**config.mk**
```make
export PLATFORM = sky130hd
export DESIGN_NAME = ptp_ts_fifo
export DESIGN_NICKNAME = d
export VERILOG_FILES = /design/src/rtl/ptp_ts_fifo.sv
export SDC_FILE = /design/constraint.sdc
export NUM_CORES = 1
export LEC_CHECK = 0
export BUFFER_PORTS_ARGS = -buffer_cell sky130_fd_sc_hd__buf_2
export CORE_MARGIN = 8
export CORE_UTILIZATION = 59
export CTS_BUF_LIST = sky130_fd_sc_hd__clkbuf_4 sky130_fd_sc_hd__clkbuf_8
export DETAILED_ROUTE_END_ITERATION = 10
export GPL_TIMING_DRIVEN = 1
export PLACE_DENSITY = 0.82
export SKIP_CTS_REPAIR_TIMING = 1
export SLEW_MARGIN = 40
export SYNTH_ARGS = -nofsm -noshare
export SYNTH_HDL_FRONTEND = slang
export SYNTH_SLANG_ARGS = --single-unit
export TNS_END_PERCENT = 20
```
**constraint.sdc**
```tcl
create_clock -name clk -period 4.45 [get_ports clk]
set_clock_uncertainty 0.1 [all_clocks]
set_input_delay 0.445 -clock clk [delete_from_list [all_inputs] [get_ports clk]]
set_output_delay 0.445 -clock clk [all_outputs]
set_load 0.02 [all_outputs]
```
**src/rtl/ptp_ts_fifo.sv**
```systemverilog
// Purpose : egress PTP timestamp buffer; captures {ts, sequenceId, messageType} on a
//           one-cycle strobe from the TX frame parser and holds them in a FWFT FIFO for host pops.
// Latency : a capture into an empty FIFO appears on rd_* (rd_valid=1) one cycle after ts_valid.
// Backpres: none upstream; a capture arriving while full (and not popped that cycle) is dropped,
//           sets ovf_sticky and bumps the saturating ovf_count.
// Ports   : clk/rst         - single clock, async active-high reset
//           ts_*            - capture strobe and payload from the TX frame parser
//           rd_req          - pop strobe from host interface; rd_* show the head entry
//           flush / ovf_clr - discard all entries / clear overflow status
//           level/full      - occupancy 0..DEPTH and full flag
//           ovf_sticky/ovf_count/irq - drop status and registered interrupt
module ptp_ts_fifo #(
   parameter int DEPTH  = 4,
   parameter int ADDR_W = 2,
   parameter int TS_W   = 80
) (
   input  logic              clk,
   input  logic              rst,
   input  logic              ts_valid,
   input  logic [TS_W-1:0]   ts_value,
   input  logic [15:0]       ts_seq_id,
   input  logic [3:0]        ts_msg_type,
   input  logic              rd_req,
   input  logic              flush,
   input  logic              ovf_clr,
   output logic              rd_valid,
   output logic [TS_W-1:0]   rd_ts,
   output logic [15:0]       rd_seq_id,
   output logic [3:0]        rd_msg_type,
   output logic [ADDR_W:0]   level,
   output logic              full,
   output logic              ovf_sticky,
   output logic [7:0]        ovf_count,
   output logic              irq
);

   typedef struct packed {
      logic [TS_W-1:0] ts;
      logic [15:0]     seq_id;
      logic [3:0]      msg_type;
   } entry_t;

   localparam logic [ADDR_W:0] LVL_FULL = (ADDR_W+1)'(DEPTH);

   entry_t              r_mem [DEPTH];
   logic [ADDR_W-1:0]   r_wr_ptr;
   logic [ADDR_W-1:0]   r_rd_ptr;
   logic [ADDR_W:0]     r_level;
   logic                r_ovf_sticky;
   logic [7:0]          r_ovf_count;
   logic                r_irq;

   logic                w_empty;
   logic                w_full;
   logic                w_do_wr;
   logic                w_do_rd;
   logic                w_ovf;
   logic [ADDR_W-1:0]   w_wr_ptr_nxt;
   logic [ADDR_W-1:0]   w_rd_ptr_nxt;
   logic [ADDR_W:0]     w_level_nxt;
   logic                w_ovf_sticky_nxt;
   logic [7:0]          w_ovf_count_nxt;
   entry_t              w_wr_entry;
   entry_t              w_head;

   always_comb begin
      w_empty = (r_level == '0);
      w_full  = (r_level == LVL_FULL);
      // flush overrides everything; a pop on a full FIFO frees the slot the write needs
      w_do_rd = rd_req & ~flush & ~w_empty;
      w_do_wr = ts_valid & ~flush & (~w_full | rd_req);
      w_ovf   = ts_valid & ~flush & w_full & ~rd_req;

      w_wr_ptr_nxt = r_wr_ptr;
      w_rd_ptr_nxt = r_rd_ptr;
      w_level_nxt  = r_level;
      if (flush) begin
         w_wr_ptr_nxt = '0;
         w_rd_ptr_nxt = '0;
         w_level_nxt  = '0;
      end else begin
         if (w_do_wr) w_wr_ptr_nxt = r_wr_ptr + 1'b1;
         if (w_do_rd) w_rd_ptr_nxt = r_rd_ptr + 1'b1;
         w_level_nxt = r_level + (ADDR_W+1)'(w_do_wr) - (ADDR_W+1)'(w_do_rd);
      end

      // A drop in the same cycle as ovf_clr wins: status restarts at one drop
      w_ovf_sticky_nxt = r_ovf_sticky;
      w_ovf_count_nxt  = r_ovf_count;
      if (w_ovf) begin
         w_ovf_sticky_nxt = 1'b1;
         if (ovf_clr)                    w_ovf_count_nxt = 8'd1;
         else if (r_ovf_count != 8'hFF)  w_ovf_count_nxt = r_ovf_count + 8'd1;
      end else if (ovf_clr) begin
         w_ovf_sticky_nxt = 1'b0;
         w_ovf_count_nxt  = 8'd0;
      end
   end

   always_comb begin
      w_wr_entry.ts       = ts_value;
      w_wr_entry.seq_id   = ts_seq_id;
      w_wr_entry.msg_type = ts_msg_type;
   end

   // Payload storage carries no reset; contents are only observed through r_level gating
   always_ff @(posedge clk) begin
      if (w_do_wr) r_mem[r_wr_ptr] <= w_wr_entry;
   end

   always_ff @(posedge clk or posedge rst) begin
      if (rst) begin
         r_wr_ptr     <= '0;
         r_rd_ptr     <= '0;
         r_level      <= '0;
         r_ovf_sticky <= 1'b0;
         r_ovf_count  <= 8'd0;
         r_irq        <= 1'b0;
      end else begin
         r_wr_ptr     <= w_wr_ptr_nxt;
         r_rd_ptr     <= w_rd_ptr_nxt;
         r_level      <= w_level_nxt;
         r_ovf_sticky <= w_ovf_sticky_nxt;
         r_ovf_count  <= w_ovf_count_nxt;
         // Built from next-state so irq rises in the same cycle as rd_valid
         r_irq        <= (w_level_nxt != '0) | w_ovf_sticky_nxt;
      end
   end

   always_comb begin
      w_head = r_mem[r_rd_ptr];
      if (w_empty) w_head = '0;
   end

   assign rd_valid    = ~w_empty;
   assign rd_ts       = w_head.ts;
   assign rd_seq_id   = w_head.seq_id;
   assign rd_msg_type = w_head.msg_type;
   assign level       = r_level;
   assign full        = w_full;
   assign ovf_sticky  = r_ovf_sticky;
   assign ovf_count   = r_ovf_count;
   assign irq         = r_irq;

endmodule

```
==> flow_summary.ini, run 1 <==
[cts]
clock_sinks = 417
clock_latency_ps = 550
clk_pin_slew_worst_paths_ps = 60
cts_buffers = 66
clock_tree.root_cell = clkbuf_8
cts_max_level = 3
clock_path_buffers = 3
cts_tree = built

[worst_setup_path]
worst_r2r_path_depth = 11
crit_fanout = 55
critPathRequiredTime_ps = 3900
path_class = reg -> out
cp-start-kind = flip-flop
reg2reg_slack_ps = 1360
crit_start = r_rd_ptr[1]$_DFFE_PP0P_
timing.rr.end = irq$_DFF_PP0_
rr_startpoint = level[1]$_DFF_PP0_
crit_arrival_ps = 2690
critPathCaptureType = output pin

[yosys]
synth_cell_type_count = 35
syn_area_um2 = 16000
netlist.area_leader.share_pct = 75.0
synthCells = 732
ys_seq_area_share_pct = 77.6
ys.warnings.count = 0
synth_nets = 846
yosys_register_bits = 417
synth.area.top_cells = edfxtp_1 (75%), mux4_2 (14%), and2_1 (4.1%)
synth_top_cell_by_area = edfxtp_1
synth_area_per_cell_um2 = 21.9

[cells_and_area]
layout-drive-gt1-share_pct = 38.9
antenna_cells = 0
syn_to_final_growth_pct = 22.6
multi_input_area_um2 = 3420
mostFrequentLayoutCells = edfxtp_1 (400), buf_2 (220), and2_1 (101)
nFillCells = 1514
nets = 1198
final_cells = 1465
seq_area_um2 = 12400
layout_commonest_cell = edfxtp_1

[die]
design.die.area_um2 = 32700
io_pins = 221
rows = 60
die_h_um = 181
die_w_um = 181
initial_core_util_pct = 59.8
core_area_um2 = 26800

[route]
drt-wirelength-per-cell_um = 23.0
routed_wl_mm = 33.7
num_vias = 8344
first_iter_violations = 665
drc = 0
ant_nets = 0
viasPerCell = 5.70
drt_pass1_iterations = 7

[timing]
setup_tns_ps = 0
rsz0062_at_grt = no
period_share_pct = 72.6
timing.final.max_slew_violations = 0
max-slew-margin-rel_pct = 46.5
setup_viol = 0
tightest_slew_ps = 803
max_freq_ghz = 0.309
min_period_ps = 3230
hold_viol = 0

[hold_path]
hp-start = ts_value[45]
hold_depth = 1
min-delay-path-class = in -> reg
whs_endpoint = r_mem[2][65]$_DFFE_PP_

[power]
p_per_area_nw_per_um2 = 526
vdd_ir_drop_max_mv = 0.350
p_leak_uw = 0.00696

[global_routing]
grt_pass1_wl_mm = 48.4
first_global_vias = 8615
grt_max_degree = 103
grt_overflow_total = 0
antenna_found_initial = 2
grt_usage_pct = 19.1

[placed_design]
gp_congestion = 0.766
dp_cells = 1270
numPortBuffers = 220
place_hpwl_mm = 19.1

[job]
drv_cap = 0

[run_status]
status = completed
how the worst max path moves through the flow:
stage	end	depth (start not counted)	slack, ps
after floorplan	r_mem[0][0]$_DFFE_PP_	4	380
after global placement	irq$_DFF_PP0_	12	1390
after detailed placement	irq$_DFF_PP0_	12	1320
after CTS	rd_ts[45]	4	1190
after global routing	rd_ts[45]	4	1120
final	rd_ts[45]	4	1220
synth_stat cells (all sizes together):
cell     number
nor3          1
o31ai         1
o2111ai       1
nand2b        1
nand4         4
fa            1
nor2b         1
nand2         5
inv           8
and2b         3
o21ai         3
and4          1
o211ai        2
nor2         11
nor3b         1
dfrtp        17
buf          15
nor4b         1
edfxtp      400
and2        105
clkbuf       20
nand3b        1
nand3         4
mux2i         3
xnor2         2
a21oi         4
ha            7
xor2          4
mux4        100
mux2          1
or3           4
layer usage:
layer  track usage [%]  vias to the layer above  part of all wire, %
met1              23.7                     4297                   39
met4              6.42                        4                  1.5
li1                  -                     3670                    -
met2              31.5                      329                   52
met3              6.38                       44                  7.7
met5                 0                        -                0.050
logic make-up after synthesis:
logic type               after synthesis  synth area share (%)
AO/OA/AOI/OAI                         11                 0.500
XOR/XNOR                               6                 0.328
adder cells (fa/ha/maj)                8                 0.671
buffers and inverters                 43                  1.11
flip-flops                           417                  77.6
multiplexers                         104                  14.3
AND/OR/NAND/NOR                      143                  5.47
flip-flops by register name, indices dropped and copies added, names as in the netlist:
signal,cells
r_rd_ptr,2
r_mem,400
ovf_sticky,1
r_wr_ptr,2
level,3
ovf_count,8
irq,1
power by group:
part	internal (µW)	switching, µW	total (µW)
logic	1150	1630	2770
clock network	1560	1390	2950
registers	4510	89.3	4600
total	7220	3110	10300
per-stage QoR:
stage	hold WS, ps	power, µW	util (%)	setup slack, ps	instance area, µm²
floorplan	271	6500	-	381	16000
global placement	467	7360	65.6	1390	17600
detailed placement	476	7400	65.7	1320	17600
CTS	-137	10300	70.0	1190	18800
global route	-5.63	10800	73.3	1120	19600
finish	17.2	10300	73.3	1220	19600
critical path, stage by stage, from the launching register on:
cell	delay, ps
dfrtp_4	920
buf_12	370
mux4_2	370
and2_1	220
buf_2	180
layout make-up:
type / count / area share [%]
multi-input combinational: 272 / 17.4
inverter: 8 / 0.153
timing repair buffer: 319 / 10.9
clock buffer: 86 / 5.42
sequential: 417 / 63.4
tap: 341 / 2.17
clock inverter: 22 / 0.567
Power figures use the tool's default switching activity.
==> run 2, diff against run 1 <==
CORE_UTILIZATION = 54   (was 59)
PLACE_DENSITY = 0.79   (was 0.82)
clock period = 2.7 ns   (was 4.45 ns; I/O delays follow)
==> run 2 against run 1 <==
- wire length up 3.6%
- global-route usage down 1.3 points
- via count up 3.2%
==> flow_summary.ini, run 2 (same netlist as run 1, synthesis figures left out) <==
[die]
die_w_um = 188
rows = 63
initial_core_util_pct = 54.5
io_pins = 221
die_h_um = 188
core_area_um2 = 29400
design.die.area_um2 = 35400

[hold_path]
min-delay-path-class = in -> reg
hp-start = ts_valid

[cts]
clock_path_buffers = 3
clock_sinks = 417
clock_latency_ps = 550
cts_tree = built
clk_pin_slew_worst_paths_ps = 60
clock_tree.root_cell = clkbuf_8
cts_buffers = 68
cts_max_level = 3

[cells_and_area]
final_cells = 1569
mostFrequentLayoutCells = edfxtp_1 (400), buf_2 (219), dlygate4sd3_1 (103)
layout_commonest_cell = edfxtp_1
largest_register_ffs = 400
largest_register = r_mem
final_util_pct = 69.4
syn_to_final_growth_pct = 27.3
nets = 1244
layout-drive-gt1-share_pct = 41.1

[route]
drt-wirelength-per-cell_um = 22.2
top_layer = met4
drc = 0
routed_wl_mm = 34.9
drt-met1-wl_mm = 14.2
num_vias = 8614
first_iter_violations = 608
viasPerCell = 5.49
routed-wl-met2_mm = 17.9
wl_met3_mm = 2.41
drt_pass1_iterations = 5
ant_nets = 0

[worst_setup_path]
rr_startpoint = level[1]$_DFF_PP0_
critPathSlowestCell = dfrtp_2
slowest_delay_ps = 450
crit_arrival_ps = 2970
critPathRequiredTime_ps = 3010
crit_buf_inv = 3
cp_top_family = simple AND/OR/NAND/NOR gates
crit_start = level[1]$_DFF_PP0_
crit_path_cell_trace = nor4b_4, and2b_2, inv_2, ha_4, inv_2, ha_4, inv_2, fa_2, xnor2_1, nor2_1, or3_1
cp-start-kind = flip-flop
crit_fanout = 5
timing.critical_path.mode_cell = inv_2
path_class = reg -> reg
critPathCaptureType = flip-flop

[global_routing]
grt_max_degree = 103
grt_usage_pct = 17.8
grt_overflow_total = 0
antenna_found_initial = 3
first_global_vias = 8727
grt_pass1_wl_mm = 49.4

[placed_design]
dp_cells = 1334
numPortBuffers = 220
place_hpwl_mm = 19.5
gp_congestion = 0.756

[power]
vdd_ir_drop_max_mv = 0.539
p_clk_share_pct = 28.4
pwr-share-seq_pct = 43.1
p_sw_uw = 5280
p_int_uw = 12300
p_per_area_nw_per_um2 = 861
combPwrFrac_pct = 28.5
power.total_uw = 17600
p_leak_uw = 0.00725
swShare_pct = 30.1

[timing]
min_period_ps = 2660
rsz0062_at_grt = yes
setup_tns_ps = 0
hold_viol = 0
timing.final.max_slew_violations = 0
period_share_pct = 98.7
setup_viol = 0
max_freq_ghz = 0.375
max-slew-margin-rel_pct = 53.3
tightest_slew_ps = 700

[run_status]
status = completed

[job]
drv_cap = 0
==> run 2: cell count changes in the layout (fill, tap and decap cells not counted), sizes merged <==
| cell | previous run | this run |
|---|---|---|
| buf | 232 | 257 |
| dlygate4sd3 | 87 | 103 |
| clkbuf | 86 | 91 |
| clkinv | 17 | 22 |
| diode | 0 | 3 |
| clkinvlp | 2 | 3 |
==> run 2: metal layers <==
metal | track usage, % | vias up
met2 | 28.6 | 315
met3 | 5.90 | 39
met1 | 22.8 | 4489
met5 | 0 | -
li1 | - | 3771
met4 | 5.79 | 0
==> run 2: power by group through the flow <==
stage | Combinational [µW] | Clock [µW] | Sequential (µW)
floorplan | 3040 | 0 | 7680
global placement | 4560 | 0 | 7680
detailed placement | 4590 | 0 | 7710
CTS | 4610 | 5120 | 7570
global route | 5350 | 5430 | 7580
finish | 5000 | 4990 | 7560
==> run 2: final cells by class <==
cell class / count / area [µm²]
diodes: 3 / 7.51
clock buffers: 88 / 1090
clock inverters: 28 / 140
fillers: 1772 / 9000
inverters: 8 / 30.0
multi-input cells: 272 / 3460
flip-flops and latches: 417 / 12400
well taps: 390 / 488
repair buffers: 363 / 2740
==> run 2: worst register-to-register path, stage by stage, from the launching register on <==
cell and delay [ps]:
dfrtp_2 450, nor4b_4 300, and2b_2 270, inv_2 80
ha_4 200, inv_2 60, ha_4 120, inv_2 40
fa_2 330, xnor2_1 150, nor2_1 80, or3_1 370
==> run 2: worst paths after layout <==
kind                                       endpoint  slack, ps  cells past startpoint
max in group asynchronous   r_rd_ptr[0]$_DFFE_PP0P_       1710                      3
setup reg to reg                      irq$_DFF_PP0_         40                     11
min in group asynchronous  ovf_count[5]$_DFFE_PP0P_        280                      3
setup / recovery                      irq$_DFF_PP0_         40                     11
hold reg to reg                ovf_sticky$_DFF_PP0_        490                      2
hold / removal              r_wr_ptr[0]$_DFFE_PP0P_         50                      4
==> run 2: through the flow <==
step	instance area (µm²)	setup slack, ps	hold WS (ps)
after global routing	20400	-56.8	24.9
after detailed placement	17900	78.8	304
after floorplan	16000	-105	95.9
final	20400	36.2	45.0
after global placement	17900	113	302
after CTS	19100	-88.1	-311
==> run 3, diff against run 2 <==
clock period = 2.2 ns   (was 2.7 ns; I/O delays follow)
==> run 3 against run 2 <==
- the flow now finishes with violations (setup timing)
- largest cell class unchanged
- flip-flop and latch count unchanged
- via count down 0.82%
- combinational power grew 29%
- core utilization rose by 0.75 points
- total power up 26%
- design area is 1.1% higher
- wire length shrank 2.1%
- sequential share of layout area down 0.66 points
- global-route usage down 0.27 points
- largest power group unchanged
- count of clock-buffer cells in the layout grew 8
==> flow_summary.ini, run 3 (same netlist as run 1, synthesis figures left out) <==
[run_status]
status = finished, violations left
violations = setup timing

[die]
rows = 63
die_h_um = 188
initial_core_util_pct = 54.5
core_area_um2 = 29400
design.die.area_um2 = 35400
die_w_um = 188
io_pins = 221

[timing]
hold_viol = 0
max-slew-margin-rel_pct = 54.8
setup_viol = 104
tightest_slew_ps = 677
rsz0062_at_grt = yes
period_share_pct = 118
min_period_ps = 2600
fin_hold_ws_ps = 43.0
setup_tns_ps = -31960
max_freq_ghz = 0.384
worst_slack_ps = -405
timing.final.max_slew_violations = 0

[global_routing]
antenna_found_initial = 3
grt_pass1_wl_mm = 48.6
use_met1_pct = 22.7
grt_max_degree = 103
first_global_vias = 8679
grt_usage_pct = 17.5
met3_usage_pct = 6.16
grt_overflow_total = 0
grtUsageMet2_pct = 28.0
busiest_layer = met2

[cts]
clock_tree.root_cell = clkbuf_8
cts_tree = built
clock_path_buffers = 3
clock_sinks = 417
cts_buffers = 68
clock_latency_ps = 560
clk_pin_slew_worst_paths_ps = 60
cts_max_level = 3

[power]
vdd_ir_drop_max_mv = 0.751
power.total_uw = 22100
p_leak_uw = 0.00736
p_per_area_nw_per_um2 = 1070

[worst_setup_path]
reg2reg_slack_ps = -400
critPathRequiredTime_ps = 2530
critPathCaptureType = flip-flop
crit_arrival_ps = 2940
path_class = reg -> reg
crit_fanout = 4
cp-start-kind = flip-flop

[route]
first_iter_violations = 525
viasPerCell = 5.40
routed_wl_mm = 34.2
drt-wirelength-per-cell_um = 21.6
drt_pass1_iterations = 5
num_vias = 8543
ant_nets = 0
drc = 0

[cells_and_area]
largest_register_ffs = 400
layout_commonest_cell = edfxtp_1
syn_to_final_growth_pct = 28.7
largest_register = r_mem
mostFrequentLayoutCells = edfxtp_1 (400), buf_2 (195), dlygate4sd3_1 (104)
nFillCells = 1763
layout-drive-gt1-share_pct = 42.2
nets = 1255

[placed_design]
numPortBuffers = 220
gp_congestion = 0.758
place_hpwl_mm = 19.3

[hold_path]
min-delay-path-class = in -> reg

[job]
drv_cap = 0
==> run 3: cell types whose count changed in the layout (fill, tap and decap cells not counted), sizes merged <==
cell         change
buf             +12
clkbuf           +6
clkinv           -4
clkinvlp         -2
diode            -1
dlygate4sd3      +1
inv              +1
==> run 3: area by class of cell <==
| type | instances | area [µm²] | area share (%) |
|---|---|---|---|
| multi-input cells | 272 | 3460 | 16.8 |
| inverters | 8 | 30.0 | 0.146 |
| well taps | 390 | 488 | 2.37 |
| clock buffers | 96 | 1170 | 5.68 |
| repair buffers | 374 | 2880 | 14.0 |
| diodes | 2 | 5.00 | 0.0243 |
| clock inverters | 23 | 133 | 0.643 |
| flip-flops and latches | 417 | 12400 | 60.4 |
==> run 3: where the power goes <==
part,switching (µW),internal (µW)
registers,128,9130
logic,3470,2960
clock network,2930,3460
==> run 3: worst paths after layout <==
kind | from | end | cells after the start
setup / recovery | level[0]$_DFF_PP0_ | irq$_DFF_PP0_ | 11
hold / removal | flush | irq$_DFF_PP0_ | 4
setup reg to reg | level[0]$_DFF_PP0_ | irq$_DFF_PP0_ | 11
hold reg to reg | ovf_count[0]$_DFFE_PP0P_ | ovf_count[0]$_DFFE_PP0P_ | 1
max in group asynchronous | rst | r_rd_ptr[1]$_DFFE_PP0P_ | 3
min in group asynchronous | rst | r_rd_ptr[0]$_DFFE_PP0P_ | 3
==> run 3: critical path, stage by stage, from the launching register on <==
cell and delay [ps]:
dfrtp_2 450, or3_4 410, nand2_2 100, nor2_1 70, ha_4 210, inv_2 60
ha_4 120, inv_2 30, fa_2 340, xnor2_1 140, nor2_1 70, or3_1 380
==> run 3: per-layer routing <==
metal | share of wire [%] | routed length (µm) | vias up
met2 | 51 | 17400 | 336
met3 | 7.1 | 2420 | 47
met1 | 40 | 13700 | 4365
li1 | - | - | 3793
met5 | 0.038 | 13 | -
met4 | 1.8 | 602 | 2
==> run 3: through the flow <==
stage	util [%]	instance area [µm²]	worst slack (ps)	std cells
4_1_cts	65.8	19400	-479	1469
2_1_floorplan	-	16000	-605	732
3_5_place_dp	61.4	18000	-408	1350
5_1_grt	70.1	20600	-481	1582
3_3_place_gp	61.4	18000	-358	1350
6_report	70.1	20600	-405	1582
